--- src/rtl/fetch_pkg.sv ---
// Shared types and constants for the instruction fetch stage.
package fetch_pkg;

  typedef enum logic {
    IDLE = 1'b0,
    RUN  = 1'b1
  } fetch_state_e;

  localparam logic [31:0] DEFAULT_RESET_PC = 32'h0000_3000;
  localparam logic [31:0] PC_INCR          = 32'd4;

  // Instruction addresses are word aligned, so the low two bits are dropped.
  function automatic logic [31:0] alignPc(input logic [31:0] pc);
    return pc & ~32'h0000_0003;
  endfunction

endpackage

--- src/rtl/instruction_fetch.sv ---
// Instruction fetch stage: issues word addresses to a synchronous instruction
// memory and presents the returned word to decode with a valid/ready handshake.
// A stall re-reads the presented word rather than buffering it, and a redirect
// squashes whatever is currently presented.
module instruction_fetch
  import fetch_pkg::*;
#(
  parameter logic [31:0] RESET_PC = DEFAULT_RESET_PC
) (
  input  logic        clock,
  input  logic        reset_n,
  output logic [31:0] imem_addr,
  input  logic [31:0] imem_rdata,
  output logic        if_valid,
  input  logic        if_ready,
  output logic [31:0] if_instr,
  output logic [31:0] if_pc,
  input  logic        redirect_valid,
  input  logic [31:0] redirect_pc,
  input  logic        halt,
  output logic [31:0] fetch_count
);

  fetch_state_e state_q, state_d;
  logic [31:0]  fetchPc_q, fetchPc_d;
  logic [31:0]  respPc_q, respPc_d;
  logic [31:0]  fetchCount_q, fetchCount_d;
  logic [31:0]  redirectTarget;
  logic         handshake;

  assign redirectTarget = alignPc(redirect_pc);
  assign handshake      = (state_q == RUN) && if_ready;

  // State register with synchronous active-low reset.
  always_ff @(posedge clock) begin
    if (!reset_n) begin
      state_q      <= IDLE;
      fetchPc_q    <= RESET_PC;
      respPc_q     <= RESET_PC;
      fetchCount_q <= '0;
    end else begin
      state_q      <= state_d;
      fetchPc_q    <= fetchPc_d;
      respPc_q     <= respPc_d;
      fetchCount_q <= fetchCount_d;
    end
  end

  // Next-state logic; a redirect overrides stall, halt and acceptance.
  always_comb begin
    state_d      = state_q;
    fetchPc_d    = fetchPc_q;
    respPc_d     = respPc_q;
    fetchCount_d = fetchCount_q;

    if (redirect_valid) begin
      if (!halt) begin
        respPc_d  = redirectTarget;
        fetchPc_d = redirectTarget + PC_INCR;
        state_d   = RUN;
      end else begin
        fetchPc_d = redirectTarget;
        state_d   = IDLE;
      end
    end else begin
      if (handshake) begin
        fetchCount_d = fetchCount_q + 32'd1;
      end
      case (state_q)
        IDLE: begin
          if (!halt) begin
            respPc_d  = fetchPc_q;
            fetchPc_d = fetchPc_q + PC_INCR;
            state_d   = RUN;
          end
        end
        RUN: begin
          if (if_ready) begin
            if (!halt) begin
              respPc_d  = fetchPc_q;
              fetchPc_d = fetchPc_q + PC_INCR;
            end else begin
              state_d = IDLE;
            end
          end
        end
        default: state_d = IDLE;
      endcase
    end
  end

  // Outputs: memory address selection and the decode-facing view.
  always_comb begin
    if_valid    = (state_q == RUN);
    if_pc       = respPc_q;
    if_instr    = imem_rdata;
    fetch_count = fetchCount_q;
    if (redirect_valid) begin
      imem_addr = redirectTarget;
    end else if ((state_q == RUN) && !if_ready) begin
      imem_addr = respPc_q;
    end else begin
      imem_addr = fetchPc_q;
    end
  end

endmodule

--- config.mk ---
export PLATFORM = sky130hd
export DESIGN_NAME = instruction_fetch
export DESIGN_NICKNAME = d
export VERILOG_FILES = /design/src/rtl/fetch_pkg.sv /design/src/rtl/instruction_fetch.sv
export SDC_FILE = /design/constraint.sdc
export NUM_CORES = 1
export LEC_CHECK = 0
export BUFFER_PORTS_ARGS = -buffer_cell sky130_fd_sc_hd__buf_4
export CORE_UTILIZATION = 40
export CTS_BUF_LIST = sky130_fd_sc_hd__clkbuf_16
export DETAILED_ROUTE_END_ITERATION = 6
export PLACE_DENSITY = 0.66
export SYNTH_ARGS = -nofsm -noshare
export SYNTH_HDL_FRONTEND = slang
export SYNTH_SLANG_ARGS = --single-unit
--- constraint.sdc ---
create_clock -name clock -period 3.66 [get_ports clock]
set_input_delay 0.183 -clock clock [delete_from_list [all_inputs] [get_ports clock]]
set_output_delay 0.183 -clock clock [all_outputs]
set_load 0.02 [all_outputs]
# Word level (Yosys, flattened, before mapping)
# Index checks and enable logic that the tools add are counted.
# op_classes
addsub	3
mul	0
div	0
n_lt_le_gt_ge	0
eq_ne	2
shifts	0
n_mux	16
bitwise_logic	2
n_reduce_logical	5
# ops
cell	n
two-way mux 32 bit	10
one-hot mux 32 bit (2 select lines)	2
adder 32 x 3 -> 32 bit (second input constant)	2
adder 32 x 1 -> 32 bit (second input constant)	1
AND reduction 2 bit	2
two-way mux 1 bit	3
!= test 3 bit (second input constant)	1
logical AND 1 bit	2
!= test 2 bit (second input constant)	1
NOT 1 bit	2
one-hot mux 1 bit (2 select lines)	1
logical NOT 1 bit	1
# word_totals
ff_bits	97
latchBits	0
mem_bits_rw	0
mem_bits_ro	0
input_bits	69
output_inout_bits	129
wordCells	32
memories	0

# Longest topological paths before layout
# logic_depth
depth_word	5
mapped_depth	7

# Worst setup path after synthesis
# No wires, ideal clock.
# synth_path
path_kind	reg2out
from	register state_q (netlist: if_valid)
to	output port imem_addr[29]
t_arrival_ns	2.009
t_required_ns	3.477
setup_slack_ns	1.468
path_stages_with_launch	6
path_buffers	2
path_cell_list	dfxtp_1 nor2b_1 clkbuf_1 buf_1 mux2i_1 o21ai_0
# synth_between
elab_chain_len	3
# synth_rtl
item	line	source
from (decl)	instruction_fetch.sv:24	fetch_state_e state_q, state_d;
from (signal assigned)	instruction_fetch.sv:42	state_q <= state_d;
logical AND 1 bit	instruction_fetch.sv:100	end else if ((state_q == RUN) && !if_ready) begin
two-way mux 32 bit	instruction_fetch.sv:100	
two-way mux 32 bit	instruction_fetch.sv:98	if (redirect_valid) begin
to (decl)	instruction_fetch.sv:12	output logic [31:0] imem_addr,
# Every way passes these cells.

# Worst setup path in the final report
# layout_path
from	register state_q (netlist: if_valid)
to	output port imem_addr[21]
# The elaborated chain is that of the path after synthesis.

==> results summary <==
The number of levels in the clock H-tree is 3. In the final layout, the share of cells above drive strength 1 is 0.223. Counting distinct cell types in the post-synthesis netlist gives 46. The relative slew slack is 0.261. The floorplan row count came out at 43. In this run the power density over the cells is 366 mW/mm^2. The top-level I/O count is 198. The count of nets left with antenna violations once routing finished came out at 0. The smallest clock period supported by the final layout is computed as 2490 ps.

Between clock sinks in the finished design, the worst skew comes to 7.94 ps. The dominant register cell in the synthesized netlist is dfxtp_1. The number of vias in the routed layout is about 5.5k. In this run the vertical extent of the chip is 121 microns. The first detailed-routing pass took 4 iterations. Static timing analysis puts the maximum clock frequency at around 0.4 GHz.

Dividing the detail-routed wire length by the instance count gives roughly 16 microns. In the routed design, unresolved DRC markers number 0. For this run, the number of Yosys warnings is 0. The die area is 0.0147 sq mm. Setup repair after global routing left no endpoint under its margin. The number of enable-type register cells in the synthesized netlist came out at 0. The final instance area came out at 0.00686 sq mm. The tool flagged a number of max-cap violations equal to 0.

Setup violations remaining at the end of the flow were counted as 0. The number of global-route vias before repair is 4819. Of the post-synthesis cell area, the dominant cell type holds 0.330. The worst setup path is launched from a register. The arrival time of data at the critical path endpoint is roughly 2300 ps. Ranked by total cell area, the synthesized netlist is headed by dfxtp_1 (33%), nor2_1 (6.3%), xor2_1 (6.0%).

After clock tree synthesis, the clock-pin slew on the worst setup and hold paths is 70 ps. The HPWL after detailed placement is 11.7 mm. The worst reg2reg path startpoint is if_valid$_SDFF_PN0_. The endpoint kind of the worst setup timing path is a primary output. The share of synthesized registers carrying an async set or reset is 0.

The number of buffers and inverters on the critical path is 2. The worst setup slack for register-to-register paths came out at 1260 ps. The average cell area after synthesis came out at 7.77 sq um.

The count of input and output buffers came out at ~130. Of all cell types, the one taking the most synthesized area is dfxtp_1. The worst hold path belongs to the class in -> reg. In this run the static leakage power is 0.00261 uW. The number of nets handed over by synthesis was just over 800. In this run the worst setup path begins at if_valid$_SDFF_PN0_. The data required time at the worst endpoint is 3480 ps.

The cell area after synthesis came out at 0.00570 sq mm. The root buffer cell is clkbuf_16. At the end of routability-driven placement, the weighted congestion stood at 0.887.

The TritonCTS clock tree is built. The delay of the slowest cell on the worst path came out at 710 ps. The end of the critical path is imem_addr[21].

In this run the standard cell core region covers around 0.014 sq mm. The first-pass GRT wire length came out at 25.6 mm. Summing internal, switching and leakage power gives 2510 uW. The number of fill cells in the layout came out at 1408. The die boundary width is around 120 microns.

The most used cell along the critical path is buf_4. For this configuration, the core starts out at a cell density of 0.411. The critical path goes through nor2b_4 > buf_4 > nand2_1 > a31oi_1 > buf_4. The endpoint identified for the worst register-to-register timing path is if_pc[24]$_SDFFE_PN0P_.

The largest driver fanout on the critical path is 25. The final count of pins violating max slew is 0. The actual slew at the worst max-slew pin is 1100 ps.

The final routed wirelength across all metal layers is approximately 16 mm. For this run, the total global-route usage over all layers was measured as 0.223. For this block, the initial DRC count from the detailed router was 297. The synthesis-to-finish area growth is 20.3%. Grouping stages by cell kind, the critical path spends the most delay in simple AND/OR/NAND/NOR gates.

By startpoint and endpoint, the worst setup path is classified as reg -> out. The worst vdd rail ir drop came out at 328 uV. The cell count after synthesis is 734.

The clock passes through at most 2 buffers. For this design, the slowest cell found on the critical path is nor2b_4. The sum of negative setup slack came out at 0 ps. The area after detailed placement came out at about 0.0066 sq mm.

The critical path depth came out at 5. The run finished with clean final reports. The number of buffers inserted for hold repair after clock tree synthesis came out at 0. The largest net degree at the start of global routing came out at 49.

The number of nets in the layout came out at approximately 900. The post-CTS repair timing setup buffer count came out at 0. Once the clock tree was built, the resizer swapped 0 gates to a different size. The final global-route overflow total came out at 0. The antenna diode count came out at 0. Measured in cells, the most critical reg-to-reg path has a length of 6.

The via density per instance came out at 5.55. The number of clock sinks is 94. The part of the cycle the worst path needs is 0.680.

In this run, CTS created clock tree buffers numbering 9. The register bit total from synthesis came out at 94. The number of hold-slack violations in the final timing report is 0. The latest clock arrival within the worst-skew pair is around 360 ps. Of the synthesized area, sequential elements account for 0.330. The initial antenna violation count came out at 0.
## layout make-up
cell class              count  area (sq um)  share of cell area
clock buffers               9           225              0.0328
clock inverters             7          57.6             0.00839
inverters                  13          48.8             0.00711
multi-input cells         551          3370               0.491
flip-flops and latches     94          1880               0.274
well taps                 180           225              0.0328
repair buffers            139          1060               0.154
## cell usage in the layout (no fill, tap or decap), drive strengths merged, types with 16 or more instances in the layout
cell / Yosys / layout
a21oi: 21 / 21
a31oi: 18 / 18
buf: 43 / 139
dfxtp: 94 / 94
inv: 13 / 16
nand2: 89 / 89
nand3: 32 / 32
nand4: 29 / 29
nor2: 96 / 96
nor4: 16 / 16
o21ai: 36 / 36
xnor2: 33 / 33
xor2: 39 / 39
## per-stage QoR
stage / instances / setup slack, ps / hold slack (ps) / util
floorplan: 734 / 1470 / 354 / -
global placement: 977 / 1280 / 366 / 0.474
detailed placement: 977 / 1250 / 366 / 0.474
CTS: 993 / 1130 / 123 / 0.494
global route: 993 / 972 / 155 / 0.494
finish: 993 / 1170 / 138 / 0.494
## logic make-up (layout without fill, tap and decap cells)
family / count (synthesis) / after routing / share of synthesized area
AOI/OAI and AO/OA: 138 / 138 / 0.163
xor gates and xnor gates: 72 / 72 / 0.111
adders and majority gates: 3 / 3 / 0.00658
buffers and inverters: 89 / 168 / 0.0814
DFF: 94 / 94 / 0.330
muxes: 15 / 15 / 0.0265
and+or+nand+nor: 323 / 323 / 0.282
## how the worst min path moves through the flow
stage | slack [ps] | end | startpoint | cells after the start
3_3_place_gp | 370 | if_instr[0] | imem_rdata[0] | 0
5_1_grt | 160 | if_pc[17]$_SDFFE_PN0P_ | redirect_pc[17] | 3
6_report | 140 | if_pc[29]$_SDFFE_PN0P_ | redirect_pc[29] | 3
2_1_floorplan | 350 | fetchPc_q[30]$_SDFFE_PN0P_ | redirect_pc[30] | 2
3_5_place_dp | 370 | if_instr[0] | imem_rdata[0] | 0
4_1_cts | 120 | if_pc[29]$_SDFFE_PN0P_ | redirect_pc[29] | 3
## metal layers
layer	global-route usage	vias up	part of all wire
met1	0.293	2591	0.46
met2	0.363	153	0.47
met3	0.0508	17	0.058
met5	0	-	0
met4	0.0648	0	0.015
li1	-	2754	-
## synth_stat cells (8+ instances only)
| master | n |
|---|---|
| nor2_1 | 96 |
| dfxtp_1 | 94 |
| nand2_1 | 89 |
| xor2_1 | 39 |
| buf_4 | 34 |
| clkbuf_1 | 33 |
| o21ai_0 | 33 |
| xnor2_1 | 33 |
| nand3_1 | 32 |
| nand4_1 | 28 |
| a21oi_1 | 21 |
| a31oi_1 | 18 |
| a311oi_1 | 14 |
| mux2i_1 | 14 |
| o22ai_1 | 14 |
| or3_1 | 14 |
| and3_1 | 13 |
| o221a_2 | 13 |
| inv_1 | 12 |
| nor3_1 | 11 |
| a211oi_1 | 9 |
| and4_1 | 9 |
| nor4_1 | 8 |
## flip-flops by register name (all words and copies together) (netlist names)
register,count
if_valid,1
if_pc,31
fetchPc_q,30
fetch_count,32
## power breakdown
part | total (uW) | internal [uW] | switching, uW
Combinational | 460 | 190 | 270
Clock | 919 | 471 | 448
Sequential | 1130 | 1070 | 60.7
## worst register-to-register path, delay by kind of cell, from the launching register on
family	cells	cell delay, ps
AOI/OAI and AO/OA	1	240
and+or+nand+nor	4	1480
DFF	1	340
buffers and inverters	1	260
Note: power is estimated with default switching activity, not from simulation.
